## src/rtl/relu_pool_requant.sv

```systemverilog
// relu_pool_requant: max-pools activation windows, requantizes the result
// with round-half-up and clamping, and queues it in a small output FIFO.
module relu_pool_requant #(
    parameter int IN_W   = 23,
    parameter int OUT_W  = 12,
    parameter int POOL_N = 4,
    parameter int SHIFT  = 4,
    parameter int DEPTH  = 4
) (
    input  logic                     clk,
    input  logic                     rst,
    input  logic [IN_W-1:0]          in_data,
    input  logic                     in_valid,
    output logic                     in_ready,
    input  logic                     clear,
    output logic [OUT_W-1:0]         out_data,
    output logic                     out_valid,
    input  logic                     out_ready,
    output logic                     sat_flag,
    output logic [$clog2(DEPTH):0]   level
);

    localparam int CW    = (POOL_N > 1) ? $clog2(POOL_N) : 1;
    localparam int AW    = $clog2(DEPTH);
    localparam int LW    = AW + 1;
    localparam int RND_I = (SHIFT > 0) ? (1 << (SHIFT - 1)) : 0;

    localparam logic [CW-1:0] LAST = CW'(POOL_N - 1);
    localparam logic [LW-1:0] FULL = LW'(DEPTH);
    localparam logic [IN_W:0] RND  = (IN_W + 1)'(RND_I);
    localparam logic [IN_W:0] MAXV = (IN_W + 1)'((1 << (OUT_W - 1)) - 1);

    logic [CW-1:0]           cnt_q, cnt_d;
    logic signed [IN_W-1:0]  max_q, max_d;
    logic [OUT_W-1:0]        mem_q [DEPTH];
    logic [OUT_W-1:0]        mem_d [DEPTH];
    logic [AW-1:0]           rd_q, rd_d;
    logic [AW-1:0]           wr_q, wr_d;
    logic [LW-1:0]           level_q, level_d;
    logic [OUT_W-1:0]        last_q, last_d;
    logic                    sat_q, sat_d;

    logic                    accept;
    logic                    close;
    logic                    push;
    logic                    pop;
    logic signed [IN_W-1:0]  in_s;
    logic signed [IN_W-1:0]  pool_max;
    logic [IN_W:0]           sum;
    logic [IN_W:0]           shifted;
    logic                    neg;
    logic                    sat_hit;
    logic [OUT_W-1:0]        res;

    // Handshakes; a simultaneous pop frees the slot a closing sample needs.
    always_comb begin
        in_ready  = (cnt_q != LAST) || (level_q < FULL) || out_ready;
        out_valid = (level_q != '0);
        accept    = in_valid && in_ready;
        close     = accept && (cnt_q == LAST);
        push      = close && !clear;
        pop       = out_valid && out_ready;
        out_data  = out_valid ? mem_q[rd_q] : last_q;
        sat_flag  = sat_q;
        level     = level_q;
    end

    // Pooled value including the current sample, then round, shift, clamp.
    always_comb begin
        in_s     = $signed(in_data);
        pool_max = max_q;
        if (cnt_q == '0) begin
            pool_max = in_s;
        end else if (in_s > max_q) begin
            pool_max = in_s;
        end
        neg     = pool_max[IN_W-1];
        sum     = {pool_max[IN_W-1], pool_max} + RND;
        shifted = sum >> SHIFT;
        sat_hit = !neg && (shifted > MAXV);
        res     = shifted[OUT_W-1:0];
        if (neg) begin
            res = '0;
        end else if (sat_hit) begin
            res = MAXV[OUT_W-1:0];
        end
    end

    // Next-state for window tracking and the FIFO.
    always_comb begin
        cnt_d   = cnt_q;
        max_d   = max_q;
        mem_d   = mem_q;
        rd_d    = rd_q;
        wr_d    = wr_q;
        level_d = level_q;
        last_d  = last_q;
        sat_d   = sat_q;

        if (clear) begin
            cnt_d = '0;
            max_d = '0;
        end else if (accept) begin
            cnt_d = close ? '0 : cnt_q + CW'(1);
            max_d = pool_max;
        end

        if (push) begin
            mem_d[wr_q] = res;
            wr_d        = wr_q + AW'(1);
            sat_d       = sat_q | sat_hit;
        end

        if (pop) begin
            rd_d   = rd_q + AW'(1);
            last_d = mem_q[rd_q];
        end

        unique case ({push, pop})
            2'b10:   level_d = level_q + LW'(1);
            2'b01:   level_d = level_q - LW'(1);
            default: level_d = level_q;
        endcase
    end

    // State registers, cleared asynchronously while rst is low.
    always_ff @(posedge clk or negedge rst) begin
        if (!rst) begin
            cnt_q   <= '0;
            max_q   <= '0;
            rd_q    <= '0;
            wr_q    <= '0;
            level_q <= '0;
            last_q  <= '0;
            sat_q   <= 1'b0;
            for (int i = 0; i < DEPTH; i++) begin
                mem_q[i] <= '0;
            end
        end else begin
            cnt_q   <= cnt_d;
            max_q   <= max_d;
            rd_q    <= rd_d;
            wr_q    <= wr_d;
            level_q <= level_d;
            last_q  <= last_d;
            sat_q   <= sat_d;
            mem_q   <= mem_d;
        end
    end

endmodule

```

## config.mk

```make
export PLATFORM = sky130hd
export DESIGN_NAME = relu_pool_requant
export DESIGN_NICKNAME = d
export VERILOG_FILES = /design/src/rtl/relu_pool_requant.sv
export SDC_FILE = /design/constraint.sdc
export NUM_CORES = 1
export LEC_CHECK = 0
export ABC_AREA = 1
export CAP_MARGIN = 15
export CELL_PAD_IN_SITES_DETAIL_PLACEMENT = 1
export CELL_PAD_IN_SITES_GLOBAL_PLACEMENT = 1
export CORE_ASPECT_RATIO = 2
export CORE_MARGIN = 1.5
export CORE_UTILIZATION = 47
export CTS_CLUSTER_SIZE = 40
export DETAILED_ROUTE_END_ITERATION = 12
export HOLD_SLACK_MARGIN = 0.15
export PLACE_DENSITY_LB_ADDON = 0.1
export RECOVER_POWER = 100
export SKIP_CTS_REPAIR_TIMING = 1
export SLEW_MARGIN = 20
export SYNTH_ARGS = -nofsm -noshare
export SYNTH_HDL_FRONTEND = slang
export SYNTH_SLANG_ARGS = --single-unit
```

## constraint.sdc

```tcl
create_clock -name clk -period 9.1 [get_ports clk]
set_clock_uncertainty 0.15 [all_clocks]
set_input_delay 0.91 -clock clk [delete_from_list [all_inputs] [get_ports clk]]
set_output_delay 0.91 -clock clk [all_outputs]
set_load 0.02 [all_outputs]
```

# ---- After elaboration in Yosys (flattened, before gate mapping)
# Index checks and enable logic that the tools add are counted.
dict set report totals {
  input_bits 28
  output_inout_bits 18
  register_bits 93
  elab_cells 61
}
dict set report op_classes {
  n_bitwise 3
  n_mux 17
  n_reduce_logical 14
  eq_ne 4
  order_cmp 6
  addsub 6
}
# op count
set op_table {}
lappend op_table {{$mux 23} 4}
lappend op_table {{$mux 12} 6}
lappend op_table {{$bwmux 48} 1}
lappend op_table {{$add 23x5->24 const B} 1}
lappend op_table {{$bmux 12 s2} 1}
lappend op_table {{$demux 12 s2} 1}
lappend op_table {{$gt 23x23->1} 1}
lappend op_table {{$gt 20x11->1 const B} 1}
lappend op_table {{$add 2x1->2 const B} 3}
lappend op_table {{$ge 3x3->1 const B} 2}
lappend op_table {{$logic_and 1x1->1} 6}
lappend op_table {{$mux 2} 3}
lappend op_table {{$not 2->3} 2}
lappend op_table {{$pmux 3 s2} 1}
lappend op_table {{$eq 2x2->1 const B} 2}
lappend op_table {{$reduce_bool 2->1} 2}
lappend op_table {{$add 3x1->3 const B} 1}
lappend op_table {{$lt 3x1->1 const B} 1}
lappend op_table {{$lt 3x3->1 const B} 1}
lappend op_table {{$reduce_bool 3->1} 1}
lappend op_table {{$sub 3x1->3 const B} 1}
lappend op_table {{$eq 2x1->1 const B} 1}
lappend op_table {{$logic_not 1->1} 2}
lappend op_table {{$logic_not 2->1} 1}
lappend op_table {{other kinds (3)} 4}

# ---- Longest topological paths before layout
dict set report logic_depth {
  word_depth 9
  depth_mapped 30
  ltp_nobuf 28
}

# ---- Worst setup path after synthesis
# OpenSTA, ideal clock, no wires.
dict set report synth_timing {
  path_type {input -> register}
  start {input port in_data[22]}
  end {register mem_q[12] (netlist name)}
  t_required_ns 8.833
  setup_slack_ns 5.159
  cell_stages 25
  arrival_ns 3.673
  setup_time_ns 0.117
  path_buffers 2
  path_cell_list {ha_1 nand2_1 nor2_2 nand2_1 nor2_1 nand2_1 nand4_1 nand3_4 nand2_4 buf_6 nand2_1 nand2_2 ha_1 nand3_2 nor2_2 inv_2 nor2_2 nand3_1 nand2_1 nand3_2 nor2_4 buf_12 nand3_4 nand3_1 nand2_1}
}
dict set report synth_between {
  elab_chain_cells 9
  word_cells_on_any_way 10
  cone_classes {add/sub: 1; order compare: 2; mux: 5; reduce/logical: 2}
}
# item line_no
set synth_rtl {}
lappend synth_rtl {{start, declared} 12} ;# input logic [IN_W-1:0] in_data,
lappend synth_rtl {{$gt 23x23->1} 74} ;# end else if (in_s > max_q) begin
lappend synth_rtl {{$mux 23} 74}
lappend synth_rtl {{$mux 23 (*)} 72} ;# if (cnt_q == '0) begin
lappend synth_rtl {{$add 23x5->24} 78} ;# sum = {pool_max[IN_W-1], pool_max} + RND;
lappend synth_rtl {{$gt 20x11->1} 80} ;# sat_hit = !neg && (shifted > MAXV);
lappend synth_rtl {{$logic_and 1x1->1} 80}
lappend synth_rtl {{$mux 12} 84} ;# end else if (sat_hit) begin
lappend synth_rtl {{$mux 12 (*)} 82} ;# if (neg) begin
lappend synth_rtl {{$bwmux 48 (*)} 109} ;# mem_d[wr_q] = res;
lappend synth_rtl {{end signal, assigned} 147} ;# mem_q <= mem_d;
lappend synth_rtl {{end, declared} 35} ;# logic [OUT_W-1:0] mem_q [DEPTH];
# Every way passes the cells marked *; elsewhere a longest branch is shown, timed or not.
# A chain may end at the register's enable or synchronous reset.

# ---- Worst setup path in the final report
dict set report layout_timing {
  start {input port in_data[14]}
  end {register mem_q[32] (netlist name)}
}
# The elaborated chain is that of the path after synthesis.

==> flow_summary.toml <==
[run_status]
outcome = "complete, but fails checks"
failed_checks = "max-capacitance violations, max-slew violations"

[clock_network]
clk_pin_slew_ps = 70
insertion_delay_ps = 360
cts_tree = "done"
cts_sinks = 93
cts_root_buffer = "clkbuf_16"
cts_max_path_buffers = 2
htree_levels = 3
numCtsBuffers = 9

[setup_path]
cp.arrival_ps = 7270
worst-r2r-setup-slack_ps = 2620
worst_path_most_repeated_cell = "nand3_1"
cpPeakStageDelay_ps = 960
end_kind = "register"
critPathLaunchType = "input port"
crit_chain = "dlygate4sd3_1 > ha_1 > nand2_1 > nor2_1 > nand3_1 > nor2_1 > nand2_1 > nand4_1 > nand3_1 > nand2_4 > nand2_1 > nand2_1 > ha_1 > nand3_1 > nor2_1 > inv_2 > nor2_1 > nand3_1 > nand2_1 > nand3_1 > nor2_1 > nand3_1 > nand3_1 > nand2_1"
required_ps = 9180
crit_path_top_delay_cell = "nand3_1"
worstSetupPathType = "input port to register"
critical_path.max_fanout = 34

[grt]
grt-ovfl-total = 0
grt_pass1_vias = 6183
grt_pass1_wl_mm = 29.9
grt_usage_pct = 27.2
grt_antenna_before_repair = 0
grt_max_degree = 76

[timing]
period_share_pct = 79.0
setup_viol = 0
maxSlewHeadroom_pct = -178
max_freq_ghz = 0.139
slew_viol_final = 123
rsz0062_at_grt = "false"
tns_ps = 0
worstMarginPinSlew_ps = 4170
hold_viol = 0
min_period_ps = 7190

[yosys]
synthCells = 821
synth_warnings = 0
ys_seq_area_share_pct = 37.7
synth_top_area_share_pct = 37.7
ys_top_cells_by_area = "dfrtp_1, nand2_1, nand3_1, ha_1, inv_1"
synth_nets = 881
avgSynthCellArea_um2 = 7.52
synthArstFlopShare_pct = 100
syn_area_um2 = 6170
synth.distinct_cells = 35
synth_edf_count = 0
dominantRegCellSynth = "dfrtp_1"
synth-seq-cells = 93
synth_top_area_cell = "dfrtp_1"

[power]
cellLeakagePower_nw = 3.37
total_power_mw = 1.50
power.share.clock_pct = 26.3
ir_drop_uv = 172
sequentialPowerShare_pct = 36.4
switching_share_pct = 39.7
pwr-share-comb_pct = 37.3
power.density_nw_per_um2 = 223
switchingPower_mw = 0.594
p_int_mw = 0.904

[place]
place.port_buffers = 45
place_area_um2 = 6600
finalWeightedCongestion = 0.884
dp_hpwl_mm = 13.4

[detailed_routing]
firstDrtPassIters = 4
viasPerCell = 5.56
wl_mm = 17.7
drt_iter0_drc = 186
vias = 5559
drc = 0
ant_nets = 0
wire_per_inst_um = 17.7

[floorplan]
die_x_um = 84.0
die_h_um = 165
num_io_pins = 46
die_area_um2 = 13900
core_um2 = 12900
start_util_pct = 47.8
rows = 59

[min_path]
hp-class = "register to register"

[finish]
area_growth_pct = 9.02
area.sequential_um2 = 2330
multi_input_area_um2 = 3110
design_area_um2 = 6730
drive_gt1_share_pct = 6.14
n_fill_cell = 1680
insertedDiodeCount = 0
fin_nets = 902

[run]
cap_violations = 2
## per-layer routing
layer / GRT usage, % / share of wire (%)
met1: 27.8 / 37
met2: 53.2 / 57
met3: 3.08 / 2.4
met4: 14.0 / 3.5
met5: 0 / 0
## cells in the mapped netlist (10+ instances only)
| master | count |
|---|---|
| xor2_1 | 10 |
| o21ai_0 | 35 |
| nor2_2 | 14 |
| nand2_2 | 13 |
| nand3_1 | 92 |
| clkbuf_1 | 18 |
| ha_1 | 31 |
| nor2_1 | 27 |
| inv_1 | 86 |
| dfrtp_1 | 93 |
| a21oi_1 | 21 |
| buf_2 | 10 |
| nand3_4 | 12 |
| nand2_1 | 281 |
| o22ai_1 | 19 |
| a32o_1 | 11 |
## cell families (layout without fill, tap and decap cells)
| logic type | after synthesis | in the layout | synth area share (%) |
|---|---|---|---|
| AO/OA/AOI/OAI | 89 | 89 | 8.62 |
| XOR/XNOR | 12 | 12 | 1.70 |
| adder cells (fa/ha/maj) | 32 | 32 | 6.61 |
| buffers and inverters | 130 | 156 | 9.45 |
| flip-flops | 93 | 93 | 37.7 |
| AND/OR/NAND/NOR | 465 | 465 | 35.9 |
## flip-flops by register name, indices dropped and copies added (netlist names)
name      flops
cnt_q         2
last_q       12
level         3
max_q        23
mem_q        48
rd_q          2
sat_flag      1
wr_q          2
## per-stage QoR
stage	setup slack (ps)	hold slack (ps)	utilization, %	std cells
2_1_floorplan	5160	299	-	821
3_3_place_gp	3160	297	51.1	983
3_5_place_dp	2890	315	51.1	983
4_1_cts	3200	278	53.4	999
5_1_grt	1390	360	52.1	999
6_report	1910	332	52.1	999
## power by group through the flow
| stage | Clock [mW] | Combinational (mW) | Sequential [mW] |
|---|---|---|---|
| finish | 0.395 | 0.559 | 0.545 |
| floorplan | 0 | 0.412 | 0.529 |
| detailed placement | 0 | 0.596 | 0.553 |
| global route | 0.413 | 0.628 | 0.555 |
| CTS | 0.399 | 0.599 | 0.546 |
| global placement | 0 | 0.576 | 0.546 |
## critical path: cells and delay by family
kind | cells | cell delay (ps)
AND/OR/NAND/NOR | 20 | 5150
adder cells (fa/ha/maj) | 2 | 530
buffers and inverters | 2 | 650
## cell type report
| cell class | count | area share, % |
|---|---|---|
| timing repair buffer | 48 | 6.77 |
| clock buffer | 12 | 3.66 |
| sequential | 93 | 34.6 |
| tap | 152 | 2.83 |
| inverter | 92 | 5.13 |
| clock inverter | 4 | 0.818 |
| multi-input combinational | 598 | 46.2 |
## worst paths after layout
path,from,endpoint,depth (start not counted)
setup / recovery,in_data[14],mem_q[32],24
hold / removal,mem_q[2],mem_q[2],2
setup reg to reg,max_q[22],mem_q[32],25
hold reg to reg,mem_q[2],mem_q[2],2
max in group asynchronous,rst,mem_q[9],2
min in group asynchronous,rst,last_q[0],1
## cells in the final DEF (no fill, tap or decap), types with 3 or more instances in the layout
cell,count
clkbuf_1,6
a32o_1,11
dlygate4sd3_1,19
clkinv_1,4
nand2_2,9
a21oi_1,21
clkbuf_16,9
nor2_1,30
nor2_2,12
nand4_1,8
ha_1,31
nand3_2,5
inv_1,85
inv_2,3
o21ai_0,35
clkdlybuf4s50_1,25
dfrtp_1,93
nand2_1,285
o22ai_1,19
xor2_1,10
nand3_1,104
Power figures use the tool's default switching activity.
